--- src/rtl/pdm_mic_emulator.sv ---
// PDM microphone emulator: PCM samples in over valid/ready, first-order sigma-delta
// bitstream out, launched on the mic_clk half-period chosen by channel.
module pdm_mic_emulator #(
  parameter int PCM_WIDTH = 16
) (
  input  logic                        clk,
  input  logic                        rst,
  input  logic signed [PCM_WIDTH-1:0] pcm_in,
  input  logic                        pcm_valid,
  output logic                        pcm_ready,
  input  logic [7:0]                  dec_num,
  input  logic                        mic_clk,
  input  logic                        channel,
  output logic                        data_out,
  output logic                        data_oe,
  output logic                        underrun
);

  localparam int W = PCM_WIDTH;

  logic         sync0_q, sync0_d, sync1_q, sync1_d, hist_q, hist_d;
  logic [1:0]   count_q, count_d;
  logic [W-1:0] fifo_q [2];
  logic [W-1:0] fifo_d [2];
  logic [W-1:0] cur_q, cur_d;
  logic [W-1:0] acc_q, acc_d;
  logic [7:0]   bit_cntr_q, bit_cntr_d;
  logic         data_out_q, data_out_d;
  logic         data_oe_q, data_oe_d;
  logic         underrun_q, underrun_d;

  logic         rise, fall, active, due, push, pop;
  logic [1:0]   level_after_pop;
  logic [W-1:0] sample, offset;
  logic [W:0]   sum;

  assign pcm_ready = (count_q != 2'd2) && !rst;
  assign data_out  = data_out_q;
  assign data_oe   = data_oe_q;
  assign underrun  = underrun_q;

  always_comb begin
    // NOTE: every _d gets its default first so no path through this block infers a latch.
    sync0_d    = mic_clk;
    sync1_d    = sync0_q;
    hist_d     = sync1_q;
    count_d    = count_q;
    fifo_d     = fifo_q;
    cur_d      = cur_q;
    acc_d      = acc_q;
    bit_cntr_d = bit_cntr_q;
    data_out_d = data_out_q;
    data_oe_d  = data_oe_q;

    rise   = sync1_q & ~hist_q;
    fall   = ~sync1_q & hist_q;
    active = channel ? rise : fall;
    due    = active && (bit_cntr_q == 8'd0);
    pop    = due && (count_q != 2'd0);
    push   = pcm_valid && pcm_ready;

    underrun_d = due && (count_q == 2'd0);

    if (rise)      data_oe_d = channel;
    else if (fall) data_oe_d = ~channel;

    // The bit emitted on a pop edge already uses the freshly popped sample.
    sample = pop ? fifo_q[0] : cur_q;
    offset = sample ^ {1'b1, {(W-1){1'b0}}};
    sum    = {1'b0, acc_q} + {1'b0, offset};

    if (active) begin
      data_out_d = sum[W];
      acc_d      = sum[W-1:0];
      bit_cntr_d = (bit_cntr_q >= dec_num) ? 8'd0 : bit_cntr_q + 8'd1;
    end

    if (pop) begin
      cur_d     = fifo_q[0];
      fifo_d[0] = fifo_q[1];
    end

    // A push lands behind whatever survives this cycle's pop.
    level_after_pop = count_q - {1'b0, pop};
    if (push) fifo_d[level_after_pop[0]] = pcm_in;
    count_d = level_after_pop + {1'b0, push};
  end

  always_ff @(posedge clk) begin
    if (rst) begin
      sync0_q    <= 1'b0;
      sync1_q    <= 1'b0;
      hist_q     <= 1'b0;
      count_q    <= 2'd0;
      cur_q      <= '0;
      acc_q      <= '0;
      bit_cntr_q <= 8'd0;
      data_out_q <= 1'b0;
      data_oe_q  <= 1'b0;
      underrun_q <= 1'b0;
    end else begin
      sync0_q    <= sync0_d;
      sync1_q    <= sync1_d;
      hist_q     <= hist_d;
      count_q    <= count_d;
      cur_q      <= cur_d;
      acc_q      <= acc_d;
      bit_cntr_q <= bit_cntr_d;
      data_out_q <= data_out_d;
      data_oe_q  <= data_oe_d;
      underrun_q <= underrun_d;
    end
  end

  // NOTE: FIFO storage is not reset; count_q alone decides which entries are valid.
  always_ff @(posedge clk) begin
    fifo_q <= fifo_d;
  end

endmodule

--- config.mk ---
export PLATFORM = sky130hd
export DESIGN_NAME = pdm_mic_emulator
export DESIGN_NICKNAME = d
export VERILOG_FILES = /design/src/rtl/pdm_mic_emulator.sv
export SDC_FILE = /design/constraint.sdc
export NUM_CORES = 1
export LEC_CHECK = 0
export ABC_CLOCK_PERIOD_IN_PS = 5000
export CAP_MARGIN = 20
export CORE_MARGIN = 2
export CORE_UTILIZATION = 62
export DETAILED_ROUTE_END_ITERATION = 8
export PLACE_DENSITY_LB_ADDON = 0.05
export SETUP_SLACK_MARGIN = 0.1
export SLEW_MARGIN = 10
export SYNTH_ARGS = -nofsm -noshare
export SYNTH_HDL_FRONTEND = slang
export SYNTH_SLANG_ARGS = --single-unit
--- constraint.sdc ---
create_clock -name clk -period 5 [get_ports clk]
set_input_delay 0.5 -clock clk [delete_from_list [all_inputs] [get_ports clk]]
set_output_delay 0.5 -clock clk [all_outputs]
set_load 0.03 [all_outputs]
==> qor.txt, run 1 <==
HPWL after detailed placement: 5341 um
most common cell after layout, fill and taps aside: dfxtp_1
clk slew on worst S/H paths: 80 ps
yosys warns: 0
fmax: 252.0 MHz
hold path depth: 1
Synth async-reset ratio: 0%
post-cts sizing count: 0
combinational family with the most area after synthesis: simple AND/OR/NAND/NOR gates
H-tree depth: 3
Ant. Diodes: 0
logic gate share of total power: 11.5%
Die Footprint: 7101 um^2
area of the multi-input gates: 2091 um^2
Nets: 512
EDFF count, synth: 16
TritonCTS clock tree: yes
CTS sink cnt: 80
die height: 84.27 um
PortBufs: 32
hold buffer count at cts: 0
RSZ-0062 raised after global routing: no
CP max FO: 15
Simple-Gate Fraction of Synth Area: 18.32%
post-synthesis xor/xnor area fraction: 4.165%
Clock Skew: 6.988 ps
Place WS: 680.3 ps
RePlAce Congestion: 0.9130
drt pass-1 iters: 4
first-pass GRT wire length: 12770 um
worst setup path endpoint: acc_q[11]
sequential share of the synthesized area: 44.10%
all-layer global routing usage: 21.95%
#FFs+latches synth: 80
endpoints failing setup: 0
DR vias/cell: 5.499
adder-cell area share of the yosys netlist: 10.21%
Longest Clk Path Bufs: 2
Net Sw Frac: 25.44%
GR peak layer: met2
GRT met1 Usage: 29.14%
Sequential Power Share: 53.5%
final wirelength: 7260 um
Synth cell types: 48
mapped cell area: 3995 um^2
PwrDens: 299.4 nW/um^2
Hold Worst Slack: 447.3 ps
Die Wd: 84.27 um
Pins Over Slew Limit: 0
Fin Setup TNS: 0 ps
Worst Max-Slew Pin Slew: 956.0 ps
Wirelength per Cell: 13.62 um
row cnt: 29
prevailing post-synth register cell: dfxtp_1
Synth Net Count: 480
Clk Latency, worst-skew pair: 350 ps
FF-to-FF End: acc_q[11]
switching power: 0.3481 mW
met2 Use GR: 35.71%
reg2reg setup slack: 1030 ps
required time worst endpoint: 5240 ps
grt ovf: 0
Initial Utilization: 63.64%
vias in the first global route: 2880
antenna viol nets, final: 0
peak supply drop: 0.0002463 V
post-synthesis mux area share: 6.264%
Worst setup EP type: flop
Crit Path Class: flop to flop
Worst Setup Start Kind: flop
Area Growth Syn to Fin: 14.41%
Rel. slew slack: 35.72%
core area: 6277 um^2
routing usage on met3: 4.720%
# fillers: 476
crit path launch: bit_cntr_q[0]
Hold Crit Class: flop to flop
# Max-Cap Violations: 0
most frequent cells in the layout: dfxtp_1, nand2_1, nor2_1, clkdlybuf4s50_1, ha_1
register area: 1762 um^2
clock group share of total power: 35.0%
Compound-Gate Fraction of Synth Area: 13.37%
syn_area_per_cell: 9.535 um^2
fin crit period: 3968 ps
reg-to-reg critical path startpoint: bit_cntr_q[0]
vias: 2931
total power: 1.368 mW
largest net degree at the start of global routing: 40
Final WS setup: 1032 ps
part of the cycle the worst path needs: 79.36%
Post-CTS Setup Bufs: 0
I/O pin count: 33
R2R depth: 14
fraction of layout cells with a size suffix above 1: 8.333%
Worst Path Arrival: 4210 ps
CTS root buf: clkbuf_8
DR iter-0 viols: 121
leakage: 2.039 nW
drt drc: 0
initial antenna violation count: 0
Final Hold Viols: 0
Internal Pwr Total: 1.020 mW
Mapped Cells: 419
CTS Buf Count: 9
status: complete, no violations
-- Yosys cell counts (2+ instances only) --
cell | number | area (um^2)
nor3_1 | 6 | 30.03
nand3b_1 | 2 | 15.01
nand2_1 | 57 | 214.0
clkbuf_1 | 10 | 37.54
mux2_2 | 4 | 45.04
buf_6 | 2 | 22.52
a211oi_1 | 4 | 30.03
nand3_1 | 3 | 15.01
o21ba_2 | 2 | 20.02
a311oi_1 | 2 | 17.52
edfxtp_1 | 16 | 480.5
nand4_1 | 6 | 37.54
mux2_4 | 11 | 165.2
xnor2_1 | 7 | 61.31
a31oi_1 | 17 | 106.4
a21oi_1 | 21 | 105.1
and2_1 | 5 | 31.28
a22o_1 | 6 | 52.55
o21a_1 | 4 | 30.03
xor2_1 | 12 | 105.1
mux2i_1 | 4 | 40.04
nor2b_1 | 21 | 131.4
inv_1 | 17 | 63.81
o21ai_0 | 4 | 20.02
dfxtp_1 | 64 | 1281
nand2b_1 | 2 | 12.51
o41ai_1 | 2 | 17.52
o211ai_1 | 2 | 15.01
buf_2 | 3 | 15.01
and3_1 | 3 | 18.77
ha_1 | 31 | 387.9
a21o_1 | 8 | 60.06
nor2_1 | 46 | 172.7
-- cells by family (layout without fill, tap and decap cells) --
family / count (synthesis) / after routing
AO/OA/AOI/OAI: 79 / 79
XOR/XNOR: 19 / 19
adder cells (fa/ha/maj): 32 / 32
buffers and inverters: 33 / 70
flip-flops: 80 / 80
multiplexers: 19 / 19
AND/OR/NAND/NOR: 157 / 157
-- power by group through the flow --
stage	Clock, mW	Combinational (mW)	Sequential, mW
finish	0.478	0.158	0.733
CTS	0.488	0.159	0.734
detailed placement	0	0.156	0.749
global route	0.523	0.179	0.739
global placement	0	0.153	0.747
floorplan	0	0.105	0.742
-- per-layer routing --
metal	wire, um	up-vias
met3	279	10
met2	3425	65
li1	-	1537
met5	0	-
met1	3457	1319
met4	98	0
-- area by class of cell --
| type | count | share of cell area, % |
|---|---|---|
| inverter | 18 | 1.478 |
| tap | 77 | 2.108 |
| timing repair buffer | 36 | 7.665 |
| clock buffer | 9 | 2.710 |
| multi-input combinational | 306 | 45.74 |
| sequential | 80 | 38.54 |
| clock inverter | 7 | 1.752 |
-- critical path: stages, from the launching register on --
cell and delay (ps):
dfxtp_1 360, inv_1 120, ha_1 160, nor4b_2 200, nand2_1 100, or3_1 710
buf_4 310, mux2_4 300, ha_1 350, a21oi_1 230, and2_1 180, a21oi_1 150
a221oi_1 400, mux2i_1 230, nand2_1 70
-- metrics by stage --
stage,std cells,area [um^2],util [%]
floorplan,419,3995,-
detailed placement,517,4367,69.56
global placement,517,4367,69.56
finish,533,4571,72.81
global route,533,4571,72.81
CTS,533,4571,72.81
-- worst min path at each step --
stage / end / slack [ps] / from
floorplan: hist_d / 410 / sync0_q
global placement: hist_d / 420 / sync0_q
detailed placement: hist_d / 440 / sync0_q
CTS: hist_d / 450 / sync0_q
global route: hist_d / 470 / sync0_q
finish: hist_d / 450 / sync0_q
Note: power is estimated with default switching activity, not from simulation.
==> inputs of run 2 (changes only) <==
Settings changed: ABC_CLOCK_PERIOD_IN_PS 5000 to 3500, CORE_UTILIZATION 62 to 52.
Clock period 5 ns to 3.5 ns, I/O delays scaled along.
==> run 2 against run 1 <==
Clock power grew 29%. Critical path depth grew 1. Count of clock-buffer cells in the layout is the same. Utilization shrank 3.7 points. Sequential power grew 43%. Global-route usage shrank 2.2 points. Via count grew 5.7%. Fmax grew 21%. Wire length grew 13%. Worst hold slack gained 4.7 ps.
==> qor.txt, run 2 (synthesis gave the netlist of run 1 again) <==
status: complete, no violations
logic gate share of total power: 12.9%
delay-heaviest family, CP: simple AND/OR/NAND/NOR gates
Longest Clk Path Bufs: 2
Cells after DPL: 565
required time worst endpoint: 3750 ps
fraction of layout cells with a size suffix above 1: 20.41%
peak supply drop: 0.0002485 V
Initial Utilization: 54.50%
Worst Setup Start Kind: flop
CTS sink cnt: 80
Worst Max-Slew Pin Slew: 608.1 ps
clk slew on worst S/H paths: 90 ps
antenna viol nets, final: 0
final wirelength: 8211 um
Net Sw Frac: 26.76%
switching power: 0.5127 mW
drt drc: 0
Final Hold Viols: 0
RSZ-0062 raised after global routing: no
initial antenna violation count: 0
Fin Setup TNS: 0 ps
Sequential Power Share: 54.8%
Die Wd: 91.65 um
Wirelength per Cell: 13.94 um
vias: 3098
fmax: 304.3 MHz
largest net degree at the start of global routing: 33
Non-Filler Instances: 589
leakage: 2.251 nW
DR vias/cell: 5.260
row cnt: 31
hold path depth: 1
all-layer global routing usage: 19.79%
CTS Buf Count: 9
Worst setup EP type: flop
Rel. slew slack: 59.31%
crit-path cells: inv_2 -> ha_4 -> nor4b_4 -> nand2_1 -> or3_4 -> clkbuf_16 -> mux2_4 -> ha_1 -> nor2b_2 -> o211ai_1 -> o21ba_4 -> a21oi_4 -> buf_6 -> xor2_1 -> a22o_1
Clk Latency, worst-skew pair: 350 ps
H-tree depth: 3
Pins Over Slew Limit: 0
Nets: 546
Die Footprint: 8400 um^2
RePlAce Congestion: 0.8529
part of the cycle the worst path needs: 93.90%
vias in the first global route: 2915
Clock Skew: 13.16 ps
die height: 91.65 um
core area: 7331 um^2
drt pass-1 iters: 5
DR iter-0 viols: 119
endpoints failing setup: 0
CP max FO: 7
PwrDens: 377.9 nW/um^2
HPWL after detailed placement: 5669 um
# Max-Cap Violations: 0
R2R depth: 15
CTS root buf: clkbuf_8
hold_sp: sync0_q
reg2reg setup slack: 210 ps
Internal Pwr Total: 1.403 mW
TritonCTS clock tree: yes
PortBufs: 32
fin crit period: 3287 ps
peak per-stage delay on the critical path: 380 ps
FF-to-FF End: acc_q[12]
end of the worst hold path: hist_d
Ant. Diodes: 0
Worst Path Arrival: 3540 ps
WP buf/inv: 3
most common cell after layout, fill and taps aside: dfxtp_1
clock group share of total power: 32.3%
Crit Path Class: flop to flop
most frequent cells in the layout: dfxtp_1, nand2_1, nor2_1, buf_4, clkdlybuf4s50_1
I/O pin count: 33
reg-to-reg critical path startpoint: bit_cntr_q[0]
Area Growth Syn to Fin: 26.90%
Worst path slowest cell: or3_4
hold buffer count at cts: 0
Hold Crit Class: flop to flop
first-pass GRT wire length: 13410 um
grt ovf: 0
## run 2: cell types whose count changed in the layout (fill, tap and decap cells not counted), sizes merged
cell	change
clkbuf	+1
bufinv	-1
buf	+33
inv	+1
## run 2: how the worst max path moves through the flow
stage	cells after the start	from	to	slack [ps]
2_1_floorplan	14	hist_q	acc_q[14]	120
3_3_place_gp	12	channel	acc_q[11]	30
3_5_place_dp	14	channel	data_out	-0.02
4_1_cts	14	bit_cntr_q[0]	acc_q[11]	90
5_1_grt	17	bit_cntr_q[0]	acc_q[12]	70
6_report	15	bit_cntr_q[0]	acc_q[12]	210
## run 2: what timing repair did
action,4_1_cts,5_1_grt
pin swaps,0,10
gates resized for setup,1,43
endpoints found under the setup margin,3,11
gates cloned,0,1
setup buffers,0,7
## run 2: per-stage QoR
stage / hold slack (ps) / total power, mW / util [%] / cell area [um^2] / worst slack, ps
3_3_place_gp: 420.3 / 1.299 / 62.78 / 4602 / 28.04
4_1_cts: 462.6 / 1.920 / 65.25 / 4783 / 85.50
5_1_grt: 487.4 / 2.019 / 69.16 / 5070 / 66.78
2_1_floorplan: 413.8 / 1.209 / - / 3995 / 117.2
6_report: 452.0 / 1.916 / 69.16 / 5070 / 213.3
3_5_place_dp: 430.0 / 1.305 / 62.78 / 4602 / -0.01776
## run 2: area by class of cell
cell class                 instances  area (um^2)
clock buffer                       9        123.9
clock inverter                     7        53.80
fill                             571         2261
inverter                          18        67.56
multi-input combinational        306         2297
sequential                        80         1764
tap                               99        123.9
timing repair buffer              70        639.4
## run 2: power groups by stage
stage	registers [mW]	logic [mW]	clock network, mW
final	1.05	0.248	0.619
after global routing	1.06	0.277	0.683
after CTS	1.05	0.237	0.634
after detailed placement	1.07	0.235	0
after global placement	1.07	0.229	0
after floorplan	1.06	0.149	0
## run 2: metal layers
metal  vias to the layer above  share of wire [%]  GRT usage [%]
met1                      1442                 51          27.78
met3                         8                2.6          4.355
met2                        47                 45          30.82
met5                         -                  0              0
met4                         0                1.1          5.429
li1                       1601                  -              -
==> inputs of run 3 (changes only) <==
Settings changed: ABC_CLOCK_PERIOD_IN_PS 3500 to 3900, CORE_UTILIZATION 52 to 62.
Clock period 3.5 ns to 3.9 ns, I/O delays scaled along.
==> run 3 against run 2 <==
Flip-flop and latch count stayed put. Die area is 15% lower. Utilization is 4.8 points higher. Largest power group unchanged.
==> qor.txt, run 3 (synthesis gave the netlist of run 1 again) <==
antenna viol nets, final: 0
Hold Worst Slack: 463.4 ps
Initial Utilization: 63.64%
hold buffer count at cts: 0
clk slew on worst S/H paths: 90 ps
HPWL after detailed placement: 5323 um
Area Growth Syn to Fin: 16.16%
most frequent cells in the layout: dfxtp_1, nand2_1, nor2_1, clkdlybuf4s50_1, ha_1
Ant. Diodes: 0
peak supply drop: 0.0002655 V
die height: 84.27 um
R2R depth: 16
Crit Path Class: flop to flop
GR peak layer: met2
required time worst endpoint: 4160 ps
row cnt: 29
Wirelength per Cell: 14.18 um
Final Hold Viols: 0
Worst path slowest cell: or3_1
all-layer global routing usage: 22.22%
I/O pin count: 33
Die Wd: 84.27 um
H-tree depth: 3
# Max-Cap Violations: 0
WP buf/inv: 3
drt drc: 0
vias in the first global route: 2765
delay-heaviest family, CP: simple AND/OR/NAND/NOR gates
core area: 6277 um^2
leakage: 2.082 nW
DR iter-0 viols: 262
PwrDens: 395.3 nW/um^2
Cells after DPL: 521
CP max FO: 33
fmax: 281.5 MHz
CTS sink cnt: 80
fraction of layout cells with a size suffix above 1: 9.565%
endpoints failing setup: 0
Hold Crit Class: flop to flop
DR vias/cell: 5.581
most common cell after layout, fill and taps aside: dfxtp_1
Pins Over Slew Limit: 0
GRT met1 Usage: 31.05%
reg-to-reg critical path startpoint: bit_cntr_q[0]
crit path launch: bit_cntr_q[0]
part of the cycle the worst path needs: 91.08%
crit-path cells: inv_1 -> ha_1 -> nor4b_2 -> nand2_1 -> or3_1 -> buf_12 -> mux2_4 -> ha_1 -> inv_1 -> fa_1 -> nor2b_1 -> o211ai_1 -> o21ba_2 -> a21oi_2 -> nand3_1 -> a311oi_1
Non-Filler Instances: 537
# fillers: 482
RePlAce Congestion: 0.8565
largest net degree at the start of global routing: 40
Layout Utilization: 73.93%
Longest Clk Path Bufs: 2
Rel. slew slack: 37.80%
Worst Setup Start Kind: flop
drt pass-1 iters: 4
peak per-stage delay on the critical path: 430 ps
Nets: 516
Fin Setup TNS: 0 ps
worst setup path endpoint: data_out
RSZ-0062 raised after global routing: no
grt ovf: 0
status: complete, no violations
reg2reg setup slack: 350 ps
routing usage on met3: 5.113%
Clk Latency, worst-skew pair: 350 ps
Worst Max-Slew Pin Slew: 925.0 ps
CTS Buf Count: 9
Worst setup EP type: flop
Clock Skew: 10.74 ps
final wirelength: 7612 um
vias: 2997
Worst Path Arrival: 3810 ps
initial antenna violation count: 0
first-pass GRT wire length: 12740 um
PortBufs: 32
TritonCTS clock tree: yes
met2 Use GR: 34.34%
CTS root buf: clkbuf_8
Die Footprint: 7101 um^2
fin crit period: 3552 ps
FF-to-FF End: data_out
Levels on crit path: 16
==> run 3: cell count changes in the layout (fill, tap and decap cells not counted), sizes merged <==
cell	before	now
clkbuf	10	9
clkinv	3	1
clkinvlp	2	1
buf	37	8
inv	20	21
bufinv	0	2
==> run 3: repair_timing <==
item,4_1_cts,5_1_grt
buffers inserted,0,0
resized for setup,0,2
setup endpoints to repair,0,4
hold endpoints to repair,0,0
==> run 3: metrics by stage <==
step / worst slack [ps] / cell area (um^2) / total power [mW]
2_1_floorplan: 517.2 / 3995 / 1.085
3_3_place_gp: 272.7 / 4409 / 1.156
3_5_place_dp: 175.3 / 4409 / 1.163
4_1_cts: 255.4 / 4633 / 1.843
5_1_grt: 103.5 / 4641 / 1.907
6_report: 348.0 / 4641 / 1.835
==> run 3: area by class of cell <==
cell class                      instances  area [um^2]  area share [%]
Timing Repair Buffer                   40        392.9           8.466
Clock inverter                          7        100.1           2.157
Clock buffer                            9        123.9           2.669
Sequential cell                        80         1762           37.96
Tap cell                               77        96.34           2.076
Inverter                               18        67.56           1.456
Multi-Input combinational cell        306         2098           45.21
==> run 3: per-layer routing <==
layer	wire, um	vias to the layer above
li1	-	1544
met1	3730	1372
met2	3419	71
met3	382	10
met4	78	0
met5	0	-
==> run 3: power by group <==
part | switching, mW | leakage (nW) | total, mW | internal (mW)
Clock | 0.317 | 0.111 | 0.684 | 0.367
Combinational | 0.107 | 1.30 | 0.208 | 0.101
Sequential | 0.0346 | 0.668 | 0.942 | 0.907
==> run 3: worst min path at each step <==
| stage | startpoint | endpoint | slack [ps] | cells past startpoint |
|---|---|---|---|---|
| 5_1_grt | sync0_q | hist_d | 470 | 1 |
| 3_5_place_dp | sync0_q | hist_d | 430 | 1 |
| 4_1_cts | sync0_q | hist_d | 460 | 1 |
| 3_3_place_gp | sync0_q | hist_d | 420 | 1 |
| 6_report | sync0_q | hist_d | 460 | 1 |
| 2_1_floorplan | sync0_q | hist_d | 410 | 1 |
